===== src/rtl/uart_rx.sv =====
// 8N1 serial receiver with a first-word-fall-through receive FIFO.
// Bytes leave on a valid/ready interface; everything runs on clk.
module uart_rx #(
  parameter int unsigned CLKS_PER_BIT = 434,
  parameter int unsigned FIFO_DEPTH   = 4
) (
  input  logic       clk,
  input  logic       rst,
  input  logic       rs_rx,
  output logic [7:0] rx_data,
  output logic       rx_valid,
  input  logic       rx_ready,
  output logic       frame_err,
  output logic       overrun,
  output logic       busy
);

  localparam int unsigned AW        = $clog2(FIFO_DEPTH);
  localparam logic [15:0] FULL_LOAD = 16'(CLKS_PER_BIT - 1);
  localparam logic [15:0] HALF_LOAD = 16'((CLKS_PER_BIT / 2) - 1);
  localparam logic [AW:0] PTR_ONE   = (AW + 1)'(1);

  typedef enum logic [2:0] {
    IDLE,
    START,
    DATA,
    STOP,
    WAIT_HIGH
  } state_t;

  logic        rx_meta;
  logic        rxs;
  state_t      state;
  logic [15:0] clk_cnt;
  logic [2:0]  bit_cnt;
  logic [7:0]  shreg;
  logic        busy_q;
  logic        frame_err_q;
  logic        overrun_q;

  logic [7:0]  mem [FIFO_DEPTH];
  logic [AW:0] wr_ptr;
  logic [AW:0] rd_ptr;
  logic        empty;
  logic        full;
  logic        pop;
  logic        push;
  logic        accept;
  logic        cnt_done;

  always_ff @(posedge clk or posedge rst) begin
    if (rst) begin
      rx_meta <= 1'b1;
      rxs     <= 1'b1;
    end else begin
      rx_meta <= rs_rx;
      rxs     <= rx_meta;
    end
  end

  assign cnt_done = (clk_cnt == '0);
  assign push     = (state == STOP) && cnt_done && rxs;

  always_ff @(posedge clk or posedge rst) begin
    if (rst) begin
      state       <= IDLE;
      clk_cnt     <= '0;
      bit_cnt     <= '0;
      shreg       <= '0;
      busy_q      <= 1'b0;
      frame_err_q <= 1'b0;
    end else begin
      frame_err_q <= 1'b0;
      case (state)
        IDLE: begin
          if (!rxs) begin
            state   <= START;
            clk_cnt <= HALF_LOAD;
            busy_q  <= 1'b1;
          end
        end
        START: begin
          if (cnt_done) begin
            if (rxs) begin
              state  <= IDLE;
              busy_q <= 1'b0;
            end else begin
              state   <= DATA;
              bit_cnt <= '0;
              clk_cnt <= FULL_LOAD;
            end
          end else begin
            clk_cnt <= clk_cnt - 16'd1;
          end
        end
        DATA: begin
          if (cnt_done) begin
            shreg   <= {rxs, shreg[7:1]};
            clk_cnt <= FULL_LOAD;
            if (bit_cnt == 3'd7) begin
              state <= STOP;
            end else begin
              bit_cnt <= bit_cnt + 3'd1;
            end
          end else begin
            clk_cnt <= clk_cnt - 16'd1;
          end
        end
        STOP: begin
          if (cnt_done) begin
            if (rxs) begin
              state  <= IDLE;
              busy_q <= 1'b0;
            end else begin
              state       <= WAIT_HIGH;
              frame_err_q <= 1'b1;
            end
          end else begin
            clk_cnt <= clk_cnt - 16'd1;
          end
        end
        WAIT_HIGH: begin
          // a held-low line (break) must not be decoded as 0x00 frames
          if (rxs) begin
            state  <= IDLE;
            busy_q <= 1'b0;
          end
        end
        default: begin
          state  <= IDLE;
          busy_q <= 1'b0;
        end
      endcase
    end
  end

  assign empty  = (wr_ptr == rd_ptr);
  assign full   = (wr_ptr[AW-1:0] == rd_ptr[AW-1:0]) && (wr_ptr[AW] != rd_ptr[AW]);
  assign pop    = !empty && rx_ready;
  // a pop in the same cycle frees the slot the full FIFO would otherwise refuse
  assign accept = push && (!full || pop);

  always_ff @(posedge clk or posedge rst) begin
    if (rst) begin
      wr_ptr    <= '0;
      rd_ptr    <= '0;
      overrun_q <= 1'b0;
    end else begin
      overrun_q <= push && full && !pop;
      if (accept) begin
        wr_ptr <= wr_ptr + PTR_ONE;
      end
      if (pop) begin
        rd_ptr <= rd_ptr + PTR_ONE;
      end
    end
  end

  always_ff @(posedge clk) begin
    if (accept) begin
      mem[wr_ptr[AW-1:0]] <= shreg;
    end
  end

  assign rx_valid  = !empty;
  assign rx_data   = rx_valid ? mem[rd_ptr[AW-1:0]] : '0;
  assign frame_err = frame_err_q;
  assign overrun   = overrun_q;
  assign busy      = busy_q;

endmodule


===== config.mk =====
export PLATFORM = sky130hd
export DESIGN_NAME = uart_rx
export DESIGN_NICKNAME = d
export VERILOG_FILES = /design/src/rtl/uart_rx.sv
export SDC_FILE = /design/constraint.sdc
export NUM_CORES = 1
export LEC_CHECK = 0
export BUFFER_PORTS_ARGS = -buffer_cell sky130_fd_sc_hd__buf_2
export CORE_MARGIN = 1.5
export CORE_UTILIZATION = 55
export DETAILED_ROUTE_END_ITERATION = 10
export GPL_TIMING_DRIVEN = 1
export MAX_ROUTING_LAYER = met4
export PLACE_DENSITY_LB_ADDON = 0.25
export SYNTH_ARGS = -nofsm -noshare
export SYNTH_HDL_FRONTEND = slang
export SYNTH_SLANG_ARGS = --single-unit

===== constraint.sdc =====
create_clock -name clk -period 2.2 [get_ports clk]
set_clock_uncertainty 0.1 [all_clocks]
set_input_delay 0.44 -clock clk [delete_from_list [all_inputs] [get_ports clk]]
set_output_delay 0.44 -clock clk [all_outputs]
set_load 0.05 [all_outputs]

; ---- Yosys cells after proc, flatten, opt, wreduce, memory -nomap -nowiden
; Memory sizes are Yosys's and may differ from the RTL's.
; Index checks and enable logic that the tools add are counted.
; W data, S select, Z words.
[totals]
mem_bits_rw = 32
out_inout_bits = 12
memories = 1
register_bits = 41
elab_cells = 87
[memory_table]
columns = memory, depth, width, read_ports, rd_clocked_by_memory_dff, write_ports, line_no
row1 = mem, 4, 8, 1, 0, 1, 41  ; logic [7:0] mem [FIFO_DEPTH];
[op_classes]
add_sub_neg = 4
n_reduce_logical = 21
eq_ne = 19
n_mux = 30
bitwise_logic = 1
[op_table]
columns = cell, n
row1 = $mux W16, 5
row2 = $pmux W16 S4, 1
row3 = $mux W3, 11
row4 = $ne A2 B2 Y1 const B, 9
row5 = $logic_not A16 Y1, 1
row6 = $sub A16 B1 Y16 const B, 1
row7 = $pmux W3 S5, 1
row8 = $add A3 B1 Y3 const B, 3
row9 = $mux W1, 8
row10 = $mux W8, 1
row11 = $logic_and A1 B1 Y1, 7
row12 = $eq A3 B2 Y1 const B, 2
row13 = $eq A3 B3 Y1 const B, 2
row14 = $pmux W3 S2, 1
row15 = $reduce_and A6 Y1, 1
row16 = $reduce_and A5 Y1, 1
row17 = $pmux W1 S4, 1
row18 = $reduce_and A4 Y1, 1
row19 = $reduce_bool A4 Y1, 1
row20 = $eq A3 B1 Y1 const B, 1
row21 = $eq A3 B3 Y1, 1
row22 = $logic_not A1 Y1, 3
row23 = $logic_not A3 Y1, 1
row24 = $ne A3 B3 Y1 const B, 1
row25 = other kinds (10), 10

; ---- Logic depth before layout (Yosys ltp)
; Gate-level depths: netlist (run 1).
[logic_depth]
depth_word = 7
ltp_mapped = 9
mapped_depth_nobuf = 7

; ---- Worst setup path before layout (run 1)
; No wires, ideal clock.
[synth_timing]
path_kind = register to output
from = reg rd_ptr[1]
to = out rx_data[0]
arrival_time_ps = 2073
path_slack_ps = -413
path_stages_with_launch = 7
path_buffers = 2
path_cell_list = dfrtp_1 clkbuf_1 xor2_1 nor2_1 nand2_1 clkbuf_1 and2_1
[synth_between]
elab_chain_cells = 2
[synth_rtl]
columns = item, line_no
row1 = start: declaration, 43  ; logic [AW:0] rd_ptr;
row2 = start signal: assignment, 154  ; rd_ptr <= rd_ptr + PTR_ONE;
row3 = $mem_v2 Z4 W8 or $eq A3 B3 Y1 (tied branches), --
row4 = $mux W8 (*), 166  ; assign rx_data = rx_valid ? mem[rd_ptr[AW-1:0]] : '0;
row5 = end: declaration, 10  ; output logic [7:0] rx_data,
; Mark *: on every way between the ends. The rest lies on a longest branch, timed or not.

; ---- Final worst setup path (run 1)
[layout_timing]
from = reg rd_ptr[0]
to = out rx_data[5]
; Same word-level chain as after synthesis.

==> impl_metrics.csv, run 1 <==
group,metric,value,unit
worst_setup_path,path_cells,"buf_6 > xor2_1 > nor2_2 > nand2_2 > and2_4 > buf_6",
final_layout,final_cell_area,0.00436,mm²
floorplanning,die_h,81.9,µm
timing,slew_violations,0,
place,placed_area,0.00377,mm²
clock_network,htreeDepth,3,
timing,finalCriticalPeriod,2340,ps
pwr,total_power,3.18,mW
timing,timing.hold.ws,89.9,ps
floorplanning,num_rows,28,
place,dp_slack,39.9,ps
global_routing,grt_use_total,22.0,%
clock_network,cts_max_path_buffers,2,
worst_setup_path,rr_worst_depth,5,
detailed_routing,viasPerCell,5.88,
synthesis,synth-async-reset-ratio,56.2,%
global_routing,antenna_found_initial,0,
clock_network,clkLatencyLatePin,350,ps
clock_network,cts_made_buffers,9,
floorplanning,start_util,57.5,%
detailed_routing,drtIter0Drc,162,
timing,finalSetupViolations,8,
floorplanning,ios,16,
floorplanning,die_x,81.9,µm
synthesis,postSynthCellCount,261,
worst_setup_path,cp_data_required_time,1660,ps
synthesis,synth_cell_types,57,
worst_setup_path,crit_type,"flip-flop to output pin",
place,port_buffers,15,
final_layout,n_antenna_cell,0,
flow_run,maxCapViolCount,0,
clock_network,clkTransAtPathRegs,80,ps
pwr,power.density,730,mW/mm²
timing,finalHoldViolCount,0,
clock_network,hold_buffers,0,
floorplanning,core_area,0.00596,mm²
worst_setup_path,slowest_delay,480,ps
detailed_routing,vias,2333,
detailed_routing,drtPass1Iterations,4,
min_path,holdPathStages,1,
run_status,violations,"negative setup slack",
synthesis,synth_top_area_share,28.5,%
pwr,power.leakage,1.89,nW
clock_network,cts.sinks,73,
place,hpwl,4.30,mm
synthesis,ys_dominant_reg_cell,"dfrtp_1",
synthesis,syn_area,0.00342,mm²
synthesis,ys_seq_area_share,58.1,%
floorplanning,die-area,0.00670,mm²
timing,rsz0062_at_grt,"yes",
run_status,status,"finished, violations left",
global_routing,gr-total-overflow,0,
synthesis,synth_seq_cells,73,
timing,fmax,428,MHz
final_layout,nets,330,
timing,period_share,106,%
worst_setup_path,crit_path_max_fanout,6,
synthesis,syn-num-nets,274,
synthesis,yosys.area.top_type,"dfrtp_1",
detailed_routing,wirelength,7.08,mm
global_routing,grt_pass1_wl,10.5,mm
global_routing,grt_pass1_vias,2206,
synthesis,avgSynthCellArea,13.1,µm²
worst_setup_path,end_kind,"output pin",
timing,tightest_slew,522,ps
synthesis,synth-edff-count,32,
place,gp_congestion,0.884,
worst_setup_path,cpMostUsedCell,"buf_6",
detailed_routing,wl_per_cell,17.8,µm
synthesis,synth.area.top_cells,"dfrtp_1 (29%), edfxtp_1 (28%), mux4_2 (5.3%)",
timing,setup_ws,-138,ps
detailed_routing,drc,0,
pwr,peakVddDrop,0.000721,V
worst_setup_path,critPathSlowestCell,"dfrtp_2",
detailed_routing,ant_nets,0,
final_layout,fin_util,73.2,%
synthesis,yosys_warnings,0,
worst_setup_path,reg2reg_from,"rd_ptr[0]",
final_layout,num-fill-cells,395,
timing,slew_headroom,65.2,%
final_layout,syn2layout_area_growth,27.5,%
final_layout,final_layout_size_suffix_gt1_share,43.2,%
clock_network,cts_tree,"done",
worst_setup_path,crit_arrival,1800,ps
min_path,hp-class,"input port to flip-flop",
worst_setup_path,worstSetupStartpoint,"rd_ptr[0]",
worst_setup_path,start_kind,"flip-flop",
clock_network,root_buffer,"clkbuf_8",
min_path,min_from,"rs_rx",
global_routing,grt_max_degree,42,
[what timing repair did]
action | in CTS | in global routing
pin swaps | 0 | 14
setup buffers | 2 | 13
cloned | 1 | 2
gates resized for setup | 30 | 41
endpoints found under the hold margin | 0 | 0
setup endpoints to repair | 8 | 57
[worst max-delay path: cells and delay by family, from the launching register on]
family | cells | cell delay [ps]
flip-flops | 1 | 480
buffers and inverters | 2 | 280
AND/OR/NAND/NOR | 3 | 520
XOR/XNOR | 1 | 160
[layout by cell type (no fill, tap or decap), types with 7 or more instances in the layout]
master,Yosys,layout
clkbuf_8,0,9
ha_1,9,8
mux4_2,8,8
a21oi_1,18,15
dfrtp_1,39,38
o21ai_0,10,8
nand2_1,11,10
buf_4,1,34
edfxtp_1,32,32
buf_2,3,7
buf_6,0,7
mux2_4,0,8
o31ai_1,8,8
and2_4,0,9
[routing by layer]
layer,track usage [%],share of wire (%),vias up
met2,37.0,52,49
met5,-,0,-
met3,3.00,3.0,18
met4,10.7,2.5,0
met1,26.1,43,1158
li1,-,-,1108
[worst paths after layout]
| path | end | slack (ps) |
|---|---|---|
| worst max register to register | mem[0][1] | 0 |
| max in group asynchronous | rd_ptr[0] | 1500 |
| worst min register to register | rxs | 260 |
| worst min-delay path | rx_meta | 90 |
| min in group asynchronous | busy | 110 |
| worst max-delay path | rx_data[5] | -140 |
[cell usage after synthesis (5+ instances only)]
master	instances
a21oi_1	18
dfrtp_1	39
o21ai_0	10
mux2_2	12
edfxtp_1	32
nor3_1	8
clkbuf_1	7
or3_1	5
and2_1	11
or4_1	7
ha_1	9
nand2_1	11
nor2_1	7
mux4_2	8
inv_1	8
o31ai_1	8
[cell families (layout without fill, tap and decap cells)]
logic type               count (synthesis)  count (layout)  share of synthesized area [%]
flip-flops                              73              73                           58.1
buffers and inverters                   20              80                           2.41
AND/OR/NAND/NOR                         78              79                           14.6
adder cells (fa/ha/maj)                  9               9                           3.29
multiplexers                            20              20                           9.21
AO/OA/AOI/OAI                           53              53                           10.3
XOR/XNOR                                 8               8                           2.05
[layout make-up]
class	instances	area, µm²	share of cell area (%)
Inverter	8	30.0	0.688
Clock buffer	9	124	2.84
Clock inverter	7	93.8	2.15
Multi-Input combinational cell	169	1520	34.8
Timing Repair Buffer	56	512	11.7
Tap cell	75	93.8	2.15
Sequential cell	73	1990	45.6
[where the power goes]
group	leakage [nW]	total, mW	internal [mW]	switching [mW]
clock	0.107	1.14	0.638	0.505
combinational	0.883	0.544	0.286	0.257
sequential	0.902	1.50	1.45	0.0471
total	1.89	3.18	2.37	0.810
[state kept, by name, summed over array words and instances (netlist names)]
name	cells
frame_err	1
bit_cnt	3
wr_ptr	3
overrun	1
rd_ptr	3
busy	1
mem	32
shreg	8
rxs	1
state	3
rx_meta	1
clk_cnt	16
[metrics by stage]
| stage | instances | TNS [ps] |
|---|---|---|
| 3_3_place_gp | 363 | 0 |
| 6_report | 397 | -991 |
| 2_1_floorplan | 261 | -53.9 |
| 4_1_cts | 382 | -1070 |
| 5_1_grt | 397 | -3020 |
| 3_5_place_dp | 363 | 0 |
No activity file was read; power rests on OpenSTA's default activity.
==> run 2, diff against run 1 <==
--- a/config.mk
+++ b/config.mk
@@ -5,10 +5,10 @@
 export SDC_FILE = /design/constraint.sdc
 export NUM_CORES = 1
 export LEC_CHECK = 0
-export BUFFER_PORTS_ARGS = -buffer_cell sky130_fd_sc_hd__buf_2
 export CORE_MARGIN = 1.5
-export CORE_UTILIZATION = 55
+export CORE_UTILIZATION = 57
 export DETAILED_ROUTE_END_ITERATION = 10
+export DONT_BUFFER_PORTS = 1
 export GPL_TIMING_DRIVEN = 1
 export MAX_ROUTING_LAYER = met4
 export PLACE_DENSITY_LB_ADDON = 0.25
==> run 2 against run 1 <==
  * The run still ends with negative setup slack left
  * Worst hold slack gained 120 ps
  * Global-route usage grew 1.4 points
  * Clock-buffer cell count is the same
  * Utilization shrank 2.6 points
  * Combinational power shrank 6.6%
  * Critical path type unchanged
  * Critical endpoint is now rx_data[1]
  * Largest cell class unchanged
==> impl_metrics.csv, run 2 (synthesized netlist as in run 1, its figures left out) <==
group,metric,value,unit
detailed_routing,drtIter0Drc,140,
final_layout,fin_util,70.6,%
global_routing,antenna_found_initial,0,
detailed_routing,wirelength,7.02,mm
clock_network,htreeDepth,3,
pwr,total_power,3.17,mW
run_status,violations,"negative setup slack",
worst_setup_path,end_kind,"output pin",
final_layout,n_antenna_cell,0,
worst_setup_path,worst-path-buf-inv,2,
global_routing,gr-total-overflow,0,
global_routing,grt_pass1_wl,10.9,mm
final_layout,final_cell_mix,"dfrtp_1 (38), edfxtp_1 (32), buf_4 (25)",
worst_setup_path,crit_type,"flip-flop to output pin",
place,port_buffers,0,
timing,period_share,103,%
final_layout,nets,308,
pwr,power.density,767,mW/mm²
floorplanning,core_area,0.00585,mm²
timing,fmax,442,MHz
timing,slew_headroom,40.8,%
detailed_routing,vias,2284,
detailed_routing,wl_per_cell,18.7,µm
pwr,peakVddDrop,0.000551,V
worst_setup_path,crit_path_max_fanout,5,
worst_setup_path,critPathSlowestCell,"dfrtp_2",
detailed_routing,ant_nets,0,
timing,finalSetupViolations,5,
worst_setup_path,slowest_delay,450,ps
clock_network,cts_made_buffers,9,
timing,tightest_slew,882,ps
global_routing,grt_max_degree,25,
final_layout,final_layout_size_suffix_gt1_share,38.0,%
final_layout,final_common_cell,"dfrtp_1",
place,gp_congestion,0.813,
timing,rsz0062_at_grt,"yes",
timing,slew_violations,0,
clock_network,clkTransAtPathRegs,80,ps
timing,tns,-125,ps
clock_network,root_buffer,"clkbuf_8",
global_routing,grt_use_total,23.4,%
final_layout,syn2layout_area_growth,20.8,%
clock_network,cts.sinks,73,
worst_setup_path,path_cells,"buf_6 > xor2_2 > nor2_2 > nand2_2 > and2_4 > buf_12",
detailed_routing,viasPerCell,6.09,
timing,finalCriticalPeriod,2260,ps
floorplanning,die_h,80.5,µm
floorplanning,num_rows,28,
timing,finalHoldViolCount,0,
worst_setup_path,crit_arrival,1720,ps
floorplanning,start_util,58.5,%
place,hpwl,4.42,mm
floorplanning,die_x,80.5,µm
min_path,hp-class,"input port to flip-flop",
detailed_routing,drc,0,
floorplanning,die-area,0.00648,mm²
clock_network,clkLatencyLatePin,340,ps
pwr,power.leakage,1.79,nW
detailed_routing,drtPass1Iterations,4,
floorplanning,ios,16,
worst_setup_path,cp_data_required_time,1660,ps
clock_network,cts_tree,"done",
worst_setup_path,critPathTopFamily,"simple AND/OR/NAND/NOR gates",
flow_run,maxCapViolCount,0,
final_layout,largest_register_ffs,32,
run_status,status,"finished, violations left",
timing,setup_ws,-63.4,ps
worst_setup_path,start_kind,"flip-flop",
global_routing,grt_pass1_vias,2225,
clock_network,cts_max_path_buffers,2,
[run 2: cell count changes in the layout (fill, tap and decap cells not counted), sizes merged]
cell,delta
buf,-25
inv,-1
a21oi,+1
clkinv,+1
dlygate4sd3,+2
[run 2: report_power, final]
group	switching [mW]	internal, mW	total (mW)
combinational	0.272	0.236	0.508
sequential	0.0421	1.45	1.49
clock	0.523	0.648	1.17
[run 2: worst paths after layout]
| path | slack, ps | cells past startpoint | end | from |
|---|---|---|---|---|
| min in group asynchronous | 520 | 2 | shreg[0] | rst |
| max in group asynchronous | 850 | 3 | clk_cnt[6] | rst |
| max | -60 | 6 | rx_data[1] | rd_ptr[0] |
| min | 210 | 2 | rd_ptr[2] | rx_ready |
| min reg2reg | 250 | 0 | rxs | rx_meta |
| max reg2reg | 30 | 5 | clk_cnt[12] | clk_cnt[7] |
[run 2: area by class of cell]
cell class                 count  area, µm²
sequential                    73       1990
fill                         388       1720
multi-input combinational    170       1500
timing repair buffer          33        297
clock buffer                   9        124
clock inverter                 7        103
tap                           75       93.8
inverter                       8       30.0
[run 2: stage by stage]
step	cell area, µm²	std cells	setup WS, ps	hold slack (ps)
global route	4130	375	-122	207
finish	4130	375	-63.4	211
detailed placement	3700	349	8.35	248
floorplan	3450	261	-6.74	245
CTS	4010	370	-73.2	178
global placement	3700	349	62.5	246
[run 2: timing repair]
item,4_1_cts,5_1_grt
pin swaps,0,9
endpoints found under the hold margin,21,0
setup endpoints to repair,8,66
buffers inserted,2,4
gates resized for setup,13,25
hold buffers,2,0
cloned,1,2
[run 2: layer usage]
layer	vias to the layer above	wire, µm	track usage [%]
li1	1058	-	-
met1	1159	2960	28.1
met2	61	3700	39.1
met3	6	310	4.89
met4	0	52	8.62
met5	-	0	-
